[src/rtl/vga_timing_generator.sv]
// Raster timing for the pong screen: free-running pixel/line counters plus
// sync and blanking delayed to line up with the colour returned by the pixel source.
module vga_timing_generator #(
    parameter int H_VISIBLE     = 800,
    parameter int H_FRONT       = 56,
    parameter int H_SYNC        = 120,
    parameter int H_BACK        = 64,
    parameter int V_VISIBLE     = 600,
    parameter int V_FRONT       = 37,
    parameter int V_SYNC        = 6,
    parameter int V_BACK        = 23,
    parameter int SYNC_POLARITY = 1,
    parameter int PIXEL_LATENCY = 1
) (
    input  logic        VGA_CLOCK,
    input  logic        RESET_N,
    input  logic [2:0]  PIXEL,
    output logic [10:0] PIXEL_H,
    output logic [10:0] PIXEL_V,
    output logic        VISIBLE,
    output logic        FRAME_START,
    output logic        VGA_HS,
    output logic        VGA_VS,
    output logic        VGA_R,
    output logic        VGA_G,
    output logic        VGA_B
);

    localparam int H_TOTAL = H_VISIBLE + H_FRONT + H_SYNC + H_BACK;
    localparam int V_TOTAL = V_VISIBLE + V_FRONT + V_SYNC + V_BACK;

    if (H_TOTAL >= 2048 || V_TOTAL >= 2048) begin : g_total_check
        $error("vga_timing_generator: H_TOTAL and V_TOTAL must be below 2048");
    end
    if (PIXEL_LATENCY < 0 || PIXEL_LATENCY > 7) begin : g_latency_check
        $error("vga_timing_generator: PIXEL_LATENCY must be in 0..7");
    end

    localparam logic [10:0] H_LAST   = 11'(H_TOTAL - 1);
    localparam logic [10:0] V_LAST   = 11'(V_TOTAL - 1);
    localparam logic [10:0] H_VIS    = 11'(H_VISIBLE);
    localparam logic [10:0] V_VIS    = 11'(V_VISIBLE);
    localparam logic [10:0] HS_START = 11'(H_VISIBLE + H_FRONT);
    localparam logic [10:0] HS_END   = 11'(H_VISIBLE + H_FRONT + H_SYNC);
    localparam logic [10:0] VS_START = 11'(V_VISIBLE + V_FRONT);
    localparam logic [10:0] VS_END   = 11'(V_VISIBLE + V_FRONT + V_SYNC);
    localparam logic        SYNC_INV = (SYNC_POLARITY == 0);

    logic       h_active;
    logic       v_active;
    logic       hs_raw;
    logic       vs_raw;
    logic [2:0] raw_bus;
    logic [2:0] dly_bus;
    logic       hs_q;
    logic       vs_q;
    logic [2:0] rgb_q;

    always_ff @(posedge VGA_CLOCK or negedge RESET_N) begin
        if (!RESET_N) begin
            PIXEL_H <= '0;
            PIXEL_V <= '0;
        end else if (PIXEL_H == H_LAST) begin
            PIXEL_H <= '0;
            PIXEL_V <= (PIXEL_V == V_LAST) ? 11'd0 : PIXEL_V + 11'd1;
        end else begin
            PIXEL_H <= PIXEL_H + 11'd1;
        end
    end

    assign h_active    = (PIXEL_H < H_VIS);
    assign v_active    = (PIXEL_V < V_VIS);
    assign VISIBLE     = h_active & v_active;
    assign hs_raw      = (PIXEL_H >= HS_START) && (PIXEL_H < HS_END);
    assign vs_raw      = (PIXEL_V >= VS_START) && (PIXEL_V < VS_END);
    assign FRAME_START = (PIXEL_H == 11'd0) && (PIXEL_V == 11'd0);

    // Bus order {hs, vs, visible}; all-zero is the inactive state of every stage.
    assign raw_bus = {hs_raw, vs_raw, VISIBLE};

    if (PIXEL_LATENCY == 0) begin : g_no_delay
        assign dly_bus = raw_bus;
    end else begin : g_delay
        logic [2:0] stage [PIXEL_LATENCY];

        always_ff @(posedge VGA_CLOCK or negedge RESET_N) begin
            if (!RESET_N) begin
                for (int i = 0; i < PIXEL_LATENCY; i++) begin
                    stage[i] <= '0;
                end
            end else begin
                stage[0] <= raw_bus;
                for (int i = 1; i < PIXEL_LATENCY; i++) begin
                    stage[i] <= stage[i-1];
                end
            end
        end

        assign dly_bus = stage[PIXEL_LATENCY-1];
    end

    // Colour and its delayed blanking are registered in the same edge.
    always_ff @(posedge VGA_CLOCK or negedge RESET_N) begin
        if (!RESET_N) begin
            hs_q  <= 1'b0;
            vs_q  <= 1'b0;
            rgb_q <= '0;
        end else begin
            hs_q  <= dly_bus[2];
            vs_q  <= dly_bus[1];
            rgb_q <= PIXEL & {3{dly_bus[0]}};
        end
    end

    assign VGA_HS = hs_q ^ SYNC_INV;
    assign VGA_VS = vs_q ^ SYNC_INV;
    assign VGA_R  = rgb_q[2];
    assign VGA_G  = rgb_q[1];
    assign VGA_B  = rgb_q[0];

endmodule

[config.mk]
export PLATFORM = sky130hd
export DESIGN_NAME = vga_timing_generator
export DESIGN_NICKNAME = d
export VERILOG_FILES = /design/src/rtl/vga_timing_generator.sv
export SDC_FILE = /design/constraint.sdc
export NUM_CORES = 1
export LEC_CHECK = 0
export ABC_AREA = 0
export BUFFER_PORTS_ARGS = -buffer_cell sky130_fd_sc_hd__buf_2
export CAP_MARGIN = 25
export CORE_UTILIZATION = 40
export CTS_CLUSTER_SIZE = 25
export DETAILED_ROUTE_END_ITERATION = 8
export PLACE_DENSITY = 0.69
export SLEW_MARGIN = 20
export SYNTH_ARGS = -nofsm -noshare
export SYNTH_HDL_FRONTEND = slang
export SYNTH_SLANG_ARGS = --single-unit
[constraint.sdc]
create_clock -name VGA_CLOCK -period 2.1 [get_ports VGA_CLOCK]
set_input_delay 0.42 -clock VGA_CLOCK [delete_from_list [all_inputs] [get_ports VGA_CLOCK]]
set_output_delay 0.42 -clock VGA_CLOCK [all_outputs]
set_load 0.02 [all_outputs]
==> results of run 1 <==
-- stage by stage --
stage / setup TNS, ns / util (%) / setup WS [ns]
after floorplan: 0 / - / 0.0835
after global placement: 0 / 50.6 / 0.215
after detailed placement: 0 / 50.6 / 0.193
after CTS: -0.0376 / 53.7 / -0.0376
after global routing: -0.0478 / 54.7 / -0.0478
final: 0 / 54.7 / 0.0124
-- worst max path at each step --
stage	from	endpoint	slack, ns
3_5_place_dp	PIXEL_V[5]	FRAME_START	0.19
6_report	PIXEL_V[6]	FRAME_START	0.01
2_1_floorplan	PIXEL_V[2]	PIXEL_V[8]	0.08
3_3_place_gp	PIXEL_V[5]	FRAME_START	0.21
4_1_cts	PIXEL_V[5]	FRAME_START	-0.04
5_1_grt	PIXEL_V[6]	FRAME_START	-0.05
-- flip-flops by register name, summed over array words and instances (netlist names) --
signal and flops:
PIXEL_H 11, PIXEL_V 11, VGA_VS 1, dly_bus 3
rgb_q 3, VGA_HS 1
-- area by class of cell --
cell class	count	area, um2	share of cell area [%]
sequential	30	752	39.6
clock buffer	6	82.6	4.35
inverter	6	22.5	1.19
multi-input combinational	105	721	38.0
tap	46	57.6	3.03
clock inverter	2	12.5	0.659
timing repair buffer	44	250	13.2
-- layer usage --
layer | up-vias | global-route usage, % | part of all wire [%]
met2 | 52 | 29.8 | 46
met3 | 7 | 5.80 | 5.9
met5 | - | 0 | 0
met4 | 0 | 9.38 | 1.8
li1 | 612 | - | -
met1 | 635 | 26.1 | 46
-- report_power, final --
part	total (mW)	leakage [nW]	switching (mW)	internal [mW]
Combinational	0.0231	0.476	0.0170	0.00603
Clock	0.486	0.0472	0.223	0.263
Sequential	0.581	0.391	0.000731	0.581
Total	1.09	0.914	0.241	0.850
-- logic make-up (layout without fill, tap and decap cells) --
family,Yosys count,after routing,synth area share (%)
and+or+nand+nor,61,61,23.2
DFF,30,30,50.0
AOI/OAI and AO/OA,27,27,10.5
buffers and inverters,14,58,4.67
xor gates and xnor gates,11,11,6.42
adders and majority gates,5,5,4.17
muxes,1,1,1.00
-- timing repair --
action / in CTS / in global routing
endpoints found under the setup margin: 2 / 2
resized for setup: 3 / 6
buffers inserted: 0 / 1
pin swaps: 0 / 5
-- layout by cell type (no fill, tap or decap), types with 4 or more instances in the layout --
cell and instances:
buf_2 32, dfrtp_1 29, buf_4 12, nor2_1 10, nand2_1 9, nand3_1 8, a21oi_1 8, xor2_1 7
inv_1 6, o21ai_0 6, clkbuf_8 6, nand4_1 5, ha_1 5, and2_1 4, and4_1 4, xnor2_1 4
nor3_1 4, a31oi_1 4
==> qor.csv, run 1 <==
stage,metric,value,unit
outcome,status,"complete, no violations",
synth,async_flop_share,100,%
finish,layoutNonFillerInstCount,239,
finish,final_area,1900,um2
die,num_io_pins,34,
setup_path,cp_data_arrival_time,1.67,ns
synth,synth-edff-count,0,
setup_path,cp.buffers_inverters,1,
cts,hold_buffers,0,
power,p_per_area,574,nW/um2
global_routing,grt-ovfl-total,0,
global_routing,antenna_found_initial,0,
setup_path,crit_required,1.68,ns
die,die-area,4000,um2
sta,fmax,479,MHz
routing,antenna_left,0,
setup_path,rr_endpoint,PIXEL_V[8],
sta,hold_violations,0,
job,drv_cap,0,
sta,hold_slack,0.167,ns
placed_design,dp_cells,230,
routing,num_vias,1306,
synth,yosysMostFrequentCell,dfrtp_1,
sta,slew_viol_final,0,
setup_path,r2r_start,PIXEL_V[1],
global_routing,globalRouteTotalUtil,19.8,%
setup_path,cp_slowest_cell,or3_4,
placed_design,placed_area,1760,um2
sta,period_share,99.4,%
die,fp.coreArea,3470,um2
routing,drc,0,
placed_design,port_buffers,33,
routing,avgRoutedWirePerCell,14.8,um
setup_path,max_stage_delay,0.40,ns
global_routing,grt_pass1_vias,1240,
synth,synth_area,1500,um2
global_routing,grt_max_degree,31,
power,ir_drop,0.330,mV
synth,synth_ff_type,dfrtp_1,
cts,clockBufferDepth,2,
setup_path,path_cells,or3_4 -> nor3_4 -> nand4_1 -> nor3_2 -> buf_4,
cts,path_clk_slew,0.07,ns
synth,ys_warn_count,0,
die,initial_utilization,43.3,%
cts,root_buffer,clkbuf_8,
synth,yosys-top-cells-count,"dfrtp_1 (30), nor2_1 (10), a21oi_1 (9), nand2_1 (9)",
power,leakagePower,0.914,nW
routing,totalWireLength,3530,um
synth,ys_types,38,
synth,synth_top_area_cell,dfrtp_1,
synth,synth_area_leaders,"dfrtp_1 (50%), ha_1 (4.2%), xor2_1 (4.1%)",
setup_path,path_class,register to output pin,
setup_path,reg2reg_slack,0.23,ns
routing,drtPass1Iterations,4,
cts,htree_levels,2,
power,power.total,1.09,mW
finish,nNetsFinal,202,
cts,cts_tree,done,
synth,synth_top_area_share,50.0,%
finish,area_delta_synth_final,26.5,%
placed_design,hpwl,2460,um
sta,finalSetupViolCount,0,
synth,ys_ff_latch,30,
die,rows,21,
finish,fillers,338,
cts,clock_latency,0.28,ns
synth,syn_nets,159,
routing,via_per_inst,5.46,
cts,numCtsBuffers,5,
sta,maxSlewHeadroom,55.6,%
synth,avgSynthCellArea,10.1,um2
sta,tightest_slew,0.666,ns
finish,drive_above_1_share,33.2,%
sta,finClkSkew,0.00900,ns
sta,min_period,2.09,ns
setup_path,rr_worst_depth,6,
synth,postSynthCellCount,149,
global_routing,grt_pass1_wl,6040,um
die,die_y,63.2,um
setup_path,path_delay_family,simple AND/OR/NAND/NOR gates,
placed_design,place.gp.congestion,0.892,
finish,antenna_cells,0,
sta,rsz0062_at_grt,yes,
cts,cts.sinks,30,
min_path,hold_path.class,input pin to asynchronous set/reset pin,
setup_path,crit_cells,5,
routing,drt-initial-drc-count,52,
setup_path,path_max_fanout,2,
die,die_w,63.2,um
setup_path,endpoint_kind,output pin,
setup_path,worstSetupStartpointType,register,
synth,yosysSeqAreaShare,50.0,%
No activity file was read; power rests on OpenSTA's default activity.
==> run 2: changes to the inputs <==
Settings changed: ABC_AREA 0 to 1, CORE_MARGIN set to 4, CORE_UTILIZATION 40 to 48, PLACE_DENSITY 0.69 to 0.78.
==> run 2 against run 1 <==
Net effect:
- first-iteration DRC count grew 31%
- non-clock buffer count shrank 5
- setup slack gained 0.072 ns
- die area grew 14%
- highest routed layer unchanged
==> qor.csv, run 2 <==
stage,metric,value,unit
min_path,hold_path.class,input pin to asynchronous set/reset pin,
routing,avgRoutedWirePerCell,12.2,um
sta,tightest_slew,0.651,ns
routing,dr_wl_met2,1850,um
placed_design,dp_cells,295,
synth,synth-edff-count,0,
die,num_io_pins,34,
cts,cts_tree,done,
die,initial_utilization,50.3,%
sta,maxSlewHeadroom,56.6,%
synth,ys_ff_latch,30,
placed_design,place.gp.congestion,0.910,
sta,min_period,2.02,ns
sta,hold_slack,0.110,ns
setup_path,r2r_start,PIXEL_V[0],
power,leakagePower,1.14,nW
die,fp.coreArea,3390,um2
synth,synth_area_leaders,"dfrtp_1 (44%), nand2_1 (11%), inv_1 (7.5%)",
die,die-area,4570,um2
synth,yosysMostFrequentCell,nand2_1,
cts,cts.sinks,30,
finish,nNetsFinal,272,
cts,clock_latency,0.32,ns
synth,ys_types,26,
outcome,status,"complete, no violations",
finish,drive_above_1_share,27.4,%
global_routing,grt_pass1_wl,6150,um
setup_path,crit_top_cell,nand2_1,
power,p_per_area,475,nW/um2
routing,antenna_left,0,
synth,synthMuxAreaShare,0,%
cts,clockBufferDepth,2,
synth,synth_compound_area_share,4.41,%
setup_path,rr_worst_depth,7,
cts,htree_levels,2,
setup_path,timing.critical_path.from,PIXEL_V[0],
setup_path,worstSetupStartpointType,register,
sta,period_share,96.0,%
synth,synthSimpleGateAreaFrac,34.9,%
die,die_y,67.6,um
synth,yosys-top-cells-count,"nand2_1 (48), inv_1 (34), dfrtp_1 (30)",
synth,synth-xor-area-share,3.60,%
synth,synthAdderAreaFrac,3.67,%
routing,totalWireLength,3770,um
setup_path,path_class,register to output pin,
cts,path_clk_slew,0.10,ns
finish,multi_input_area,807,um2
placed_design,port_buffers,33,
synth,ys_warn_count,0,
setup_path,path_cells,inv_2 -> ha_1 -> nand2_1 -> nor2_1 -> nand2_1 -> nor4_2 -> buf_4,
job,drv_cap,0,
finish,final_area,2030,um2
sta,fmax,496,MHz
placed_design,dpl_worst_slack,0.258,ns
finish,antenna_cells,0,
routing,wl_met3,198,um
routing,via_per_inst,4.99,
finish,layout_common_cells,"nand2_1 (48), inv_1 (32), buf_2 (32)",
setup_path,cp_data_arrival_time,1.60,ns
placed_design,placed_area,1910,um2
die,die_w,67.6,um
synth,avgSynthCellArea,7.82,um2
power,ir_drop,0.213,mV
setup_path,crit_required,1.68,ns
sta,slew_viol_final,0,
sta,finalSetupViolCount,0,
cts,root_buffer,clkbuf_4,
setup_path,max_stage_delay,0.43,ns
cts,numCtsBuffers,5,
setup_path,reg2reg_slack,0.53,ns
global_routing,grt_pass1_vias,1361,
global_routing,grt_max_degree,31,
finish,area_delta_synth_final,19.3,%
routing,drc,0,
routing,wl_met1,1690,um
setup_path,cp_slowest_cell,dfrtp_2,
synth,synth_area,1700,um2
setup_path,path_delay_family,flip-flops,
global_routing,globalRouteTotalUtil,18.1,%
synth,synth_ff_type,dfrtp_1,
routing,num_vias,1542,
synth,synth_top_area_cell,dfrtp_1,
setup_path,path_max_fanout,4,
finish,layoutNonFillerInstCount,309,
sta,hold_violations,0,
finish,layout.area.seq,757,um2
synth,synth_top_family_by_area,simple AND/OR/NAND/NOR gates,
die,rows,21,
synth,async_flop_share,100,%
synth,syn_nets,228,
synth,synth_top_area_share,44.1,%
finish,reg_top3,"PIXEL_H (11), PIXEL_V (11)",
routing,drtPass1Iterations,4,
sta,fin_ws,0.0848,ns
routing,drt-initial-drc-count,68,
finish,fillers,307,
sta,rsz0062_at_grt,yes,
synth,postSynthCellCount,218,
global_routing,antenna_found_initial,0,
setup_path,cp.buffers_inverters,2,
synth,yosysSeqAreaShare,44.1,%
routing,routed.top_layer,met4,
setup_path,rr_endpoint,PIXEL_V[4],
global_routing,grt-ovfl-total,0,
sta,finClkSkew,0.00668,ns
setup_path,endpoint_kind,output pin,
finish,layout_commonest_cell,nand2_1,
placed_design,hpwl,2770,um
run 2: changes by cell type after synthesis, sizes merged, moves of 5 or more:
cell / previous run / this run
nand3: 8 / 20
nor2: 10 / 32
inv: 6 / 37
nand4: 5 / 10
nand2: 9 / 52
and4: 5 / 0
run 2: cell type report:
type / instances / share of cell area, %
well taps: 46 / 2.83
clock buffers: 7 / 2.71
inverters: 37 / 6.83
clock inverters: 1 / 0.246
repair buffers: 39 / 10.5
flip-flops and latches: 30 / 37.2
multi-input cells: 149 / 39.7
run 2: worst register-to-register path: cells and delay by family (launching register included):
| family | cells | cell delay (ns) |
|---|---|---|
| fa+ha+maj | 1 | 0.24 |
| buf+inv | 1 | 0.16 |
| simple gates | 5 | 0.63 |
| flops | 1 | 0.43 |
run 2: power by group:
part           leakage [nW]  internal (mW)  switching, mW
registers             0.384          0.580       0.000547
logic                 0.725        0.00559         0.0176
clock network        0.0353          0.162          0.201
run 2: worst max path at each step:
stage / cells after the start / to / slack, ns
2_1_floorplan: 6 / FRAME_START / 0.1
3_3_place_gp: 7 / FRAME_START / 0.33
3_5_place_dp: 7 / FRAME_START / 0.26
6_report: 7 / FRAME_START / 0.08
5_1_grt: 6 / VISIBLE / -0.05
4_1_cts: 7 / FRAME_START / 0.04
run 2: repair_timing:
item | CTS | global route
gates resized for setup | 2 | 8
endpoints found under the setup margin | 1 | 2
hold buffers | 0 | 0
buffers inserted | 2 | 4
run 2: cells by family (layout without fill, tap and decap cells):
| logic type | Yosys count | in the layout |
|---|---|---|
| flops | 30 | 30 |
| fa+ha+maj | 5 | 5 |
| compound gates | 15 | 15 |
| simple gates | 122 | 122 |
| buf+inv | 39 | 84 |
| xor+xnor | 7 | 7 |
run 2: per-stage QoR:
step / total power [mW] / TNS (ns) / util (%)
after detailed placement: 0.617 / 0 / 56.3
after global placement: 0.616 / 0 / 56.3
after floorplan: 0.598 / 0 / -
final: 0.967 / 0 / 60.0
after global routing: 1.02 / -0.0569 / 60.0
after CTS: 0.985 / 0 / 58.7
run 2: per-layer routing:
metal | global-route usage, % | vias up
li1 | - | 779
met1 | 23.1 | 724
met2 | 29.9 | 37
met3 | 4.99 | 2
met4 | 5.32 | 0
met5 | 0 | -
==> run 3: changes to the inputs <==
Settings changed: CORE_UTILIZATION 48 to 50, PLACE_DENSITY 0.78 to 0.81.
==> run 3 against run 2 <==
Net effect:
- flip-flop and latch count is the same
- wire length decreased by 4.6%
- final cell count shrank 2.3%
- cell area shrank 1.2%
- register-to-register slack about the same
- largest cell class unchanged
==> qor.csv, run 3 (synthesis results as in run 2) <==
stage,metric,value,unit
power,p_per_area,467,nW/um2
die,fp.coreArea,3150,um2
placed_design,port_buffers,33,
global_routing,antenna_found_initial,0,
global_routing,grt_use_met3,5.27,%
global_routing,grt-busiest-layer,met2,
finish,utilization,63.7,%
power,power_switching,0.202,mW
die,die-area,4410,um2
sta,period_share,94.2,%
sta,hold_slack,0.111,ns
die,die_y,66.4,um
power,clkPwrFrac,35.7,%
power,power.total,0.938,mW
sta,maxSlewHeadroom,56.2,%
global_routing,met2_usage,26.4,%
global_routing,grt_pass1_wl,6170,um
setup_path,cp_data_arrival_time,1.56,ns
cts,numCtsBuffers,5,
cts,path_clk_slew,0.09,ns
finish,layout_common_cells,"nand2_1 (48), buf_2 (32), inv_1 (31)",
job,drv_cap,0,
cts,cts_tree,done,
cts,root_buffer,clkbuf_4,
sta,rsz0062_at_grt,yes,
routing,drt-initial-drc-count,82,
global_routing,grt-ovfl-total,0,
placed_design,placed_area,1900,um2
finish,area_delta_synth_final,17.9,%
setup_path,path_class,register to output pin,
global_routing,grt_max_degree,31,
sta,tightest_slew,0.657,ns
setup_path,path_max_fanout,8,
die,num_io_pins,34,
placed_design,place.gp.congestion,0.933,
global_routing,grt_pass1_vias,1338,
finish,reg_top3,"PIXEL_H (11), PIXEL_V (11)",
die,initial_utilization,54.0,%
routing,drc,0,
power,p_sw_share,21.6,%
sta,hold_violations,0,
power,p_comb_share,2.5,%
sta,finClkSkew,0.00946,ns
die,rows,20,
power,ir_drop,0.270,mV
finish,nNetsFinal,269,
cts,clockBufferDepth,2,
min_path,hold_path.class,input pin to asynchronous set/reset pin,
setup_path,crit_required,1.68,ns
finish,antenna_cells,0,
global_routing,globalRouteTotalUtil,18.5,%
setup_path,timing.critical_path.from,PIXEL_V[4],
cts,htree_levels,2,
routing,antenna_left,0,
sta,slew_viol_final,0,
routing,avgRoutedWirePerCell,11.9,um
routing,via_per_inst,4.99,
die,die_w,66.4,um
finish,final_area,2010,um2
routing,num_vias,1506,
sta,min_period,1.98,ns
routing,totalWireLength,3590,um
power,leakagePower,1.12,nW
outcome,status,"complete, no violations",
global_routing,use_met1,25.7,%
power,p_int,0.736,mW
setup_path,r2r_start,PIXEL_V[0],
finish,layout_commonest_cell,nand2_1,
routing,drtPass1Iterations,5,
power,seq_power_share,61.9,%
sta,fmax,506,MHz
finish,drive_above_1_share,29.1,%
cts,hold_buffers,0,
setup_path,worstSetupStartpointType,register,
cts,cts.sinks,30,
cts,clock_latency,0.33,ns
placed_design,hpwl,2550,um
sta,finalSetupViolCount,0,
sta,setup_tns,0,ns
finish,fillers,304,
setup_path,endpoint_kind,output pin,
[run 3: cell types whose count changed in the layout (fill, tap and decap cells not counted), sizes merged]
cell    previous run  this run
clkinv             1         0
buf               39        36
clkbuf             7         6
[run 3: critical path, cell delays in order (launching register included)]
cell	delay, ns
dfrtp_2	0.46
nor2_1	0.16
nand3_1	0.12
nor4_2	0.30
buf_4	0.18
[run 3: power groups by stage]
stage	clock, mW	sequential (mW)	combinational (mW)
final	0.335	0.580	0.0231
after global routing	0.389	0.581	0.0273
after CTS	0.353	0.581	0.0244
after detailed placement	0	0.592	0.0242
after global placement	0	0.592	0.0242
after floorplan	0	0.596	0.00206
[run 3: through the flow]
step	std cells	worst slack [ns]
after floorplan	218	0.0963
after global placement	293	0.431
after detailed placement	293	0.376
after CTS	299	0.0101
after global routing	302	-0.0194
final	302	0.122
[run 3: final cells by class]
class | instances | area [um2] | share of cell area (%)
multi-input combinational | 149 | 812 | 40.4
timing repair buffer | 36 | 190 | 9.46
clock buffer | 6 | 51.3 | 2.55
sequential | 30 | 762 | 37.9
tap | 44 | 55.1 | 2.74
inverter | 37 | 139 | 6.91
[run 3: per-layer routing]
metal  vias up  part of all wire [%]
li1        767                     -
met1       688                    49
met2        42                    43
met3         9                   5.9
met4         0                   1.9
met5         -                     0
[run 3: timing repair]
item,in CTS,in global routing
setup endpoints to repair,1,2
gates resized for setup,1,17
pin swaps,0,1
setup buffers,0,3
[run 3: final timing paths]
| kind | slack (ns) | cells past startpoint | to |
|---|---|---|---|
| max | 0.12 | 4 | FRAME_START |
| min | 0.11 | 1 | PIXEL_V[2] |
| max reg2reg | 0.54 | 7 | PIXEL_V[4] |
| min reg2reg | 0.35 | 0 | VGA_HS |
| max in group asynchronous | 1.52 | 1 | PIXEL_V[5] |
| min in group VGA_CLOCK | 0.28 | 3 | rgb_q[0] |
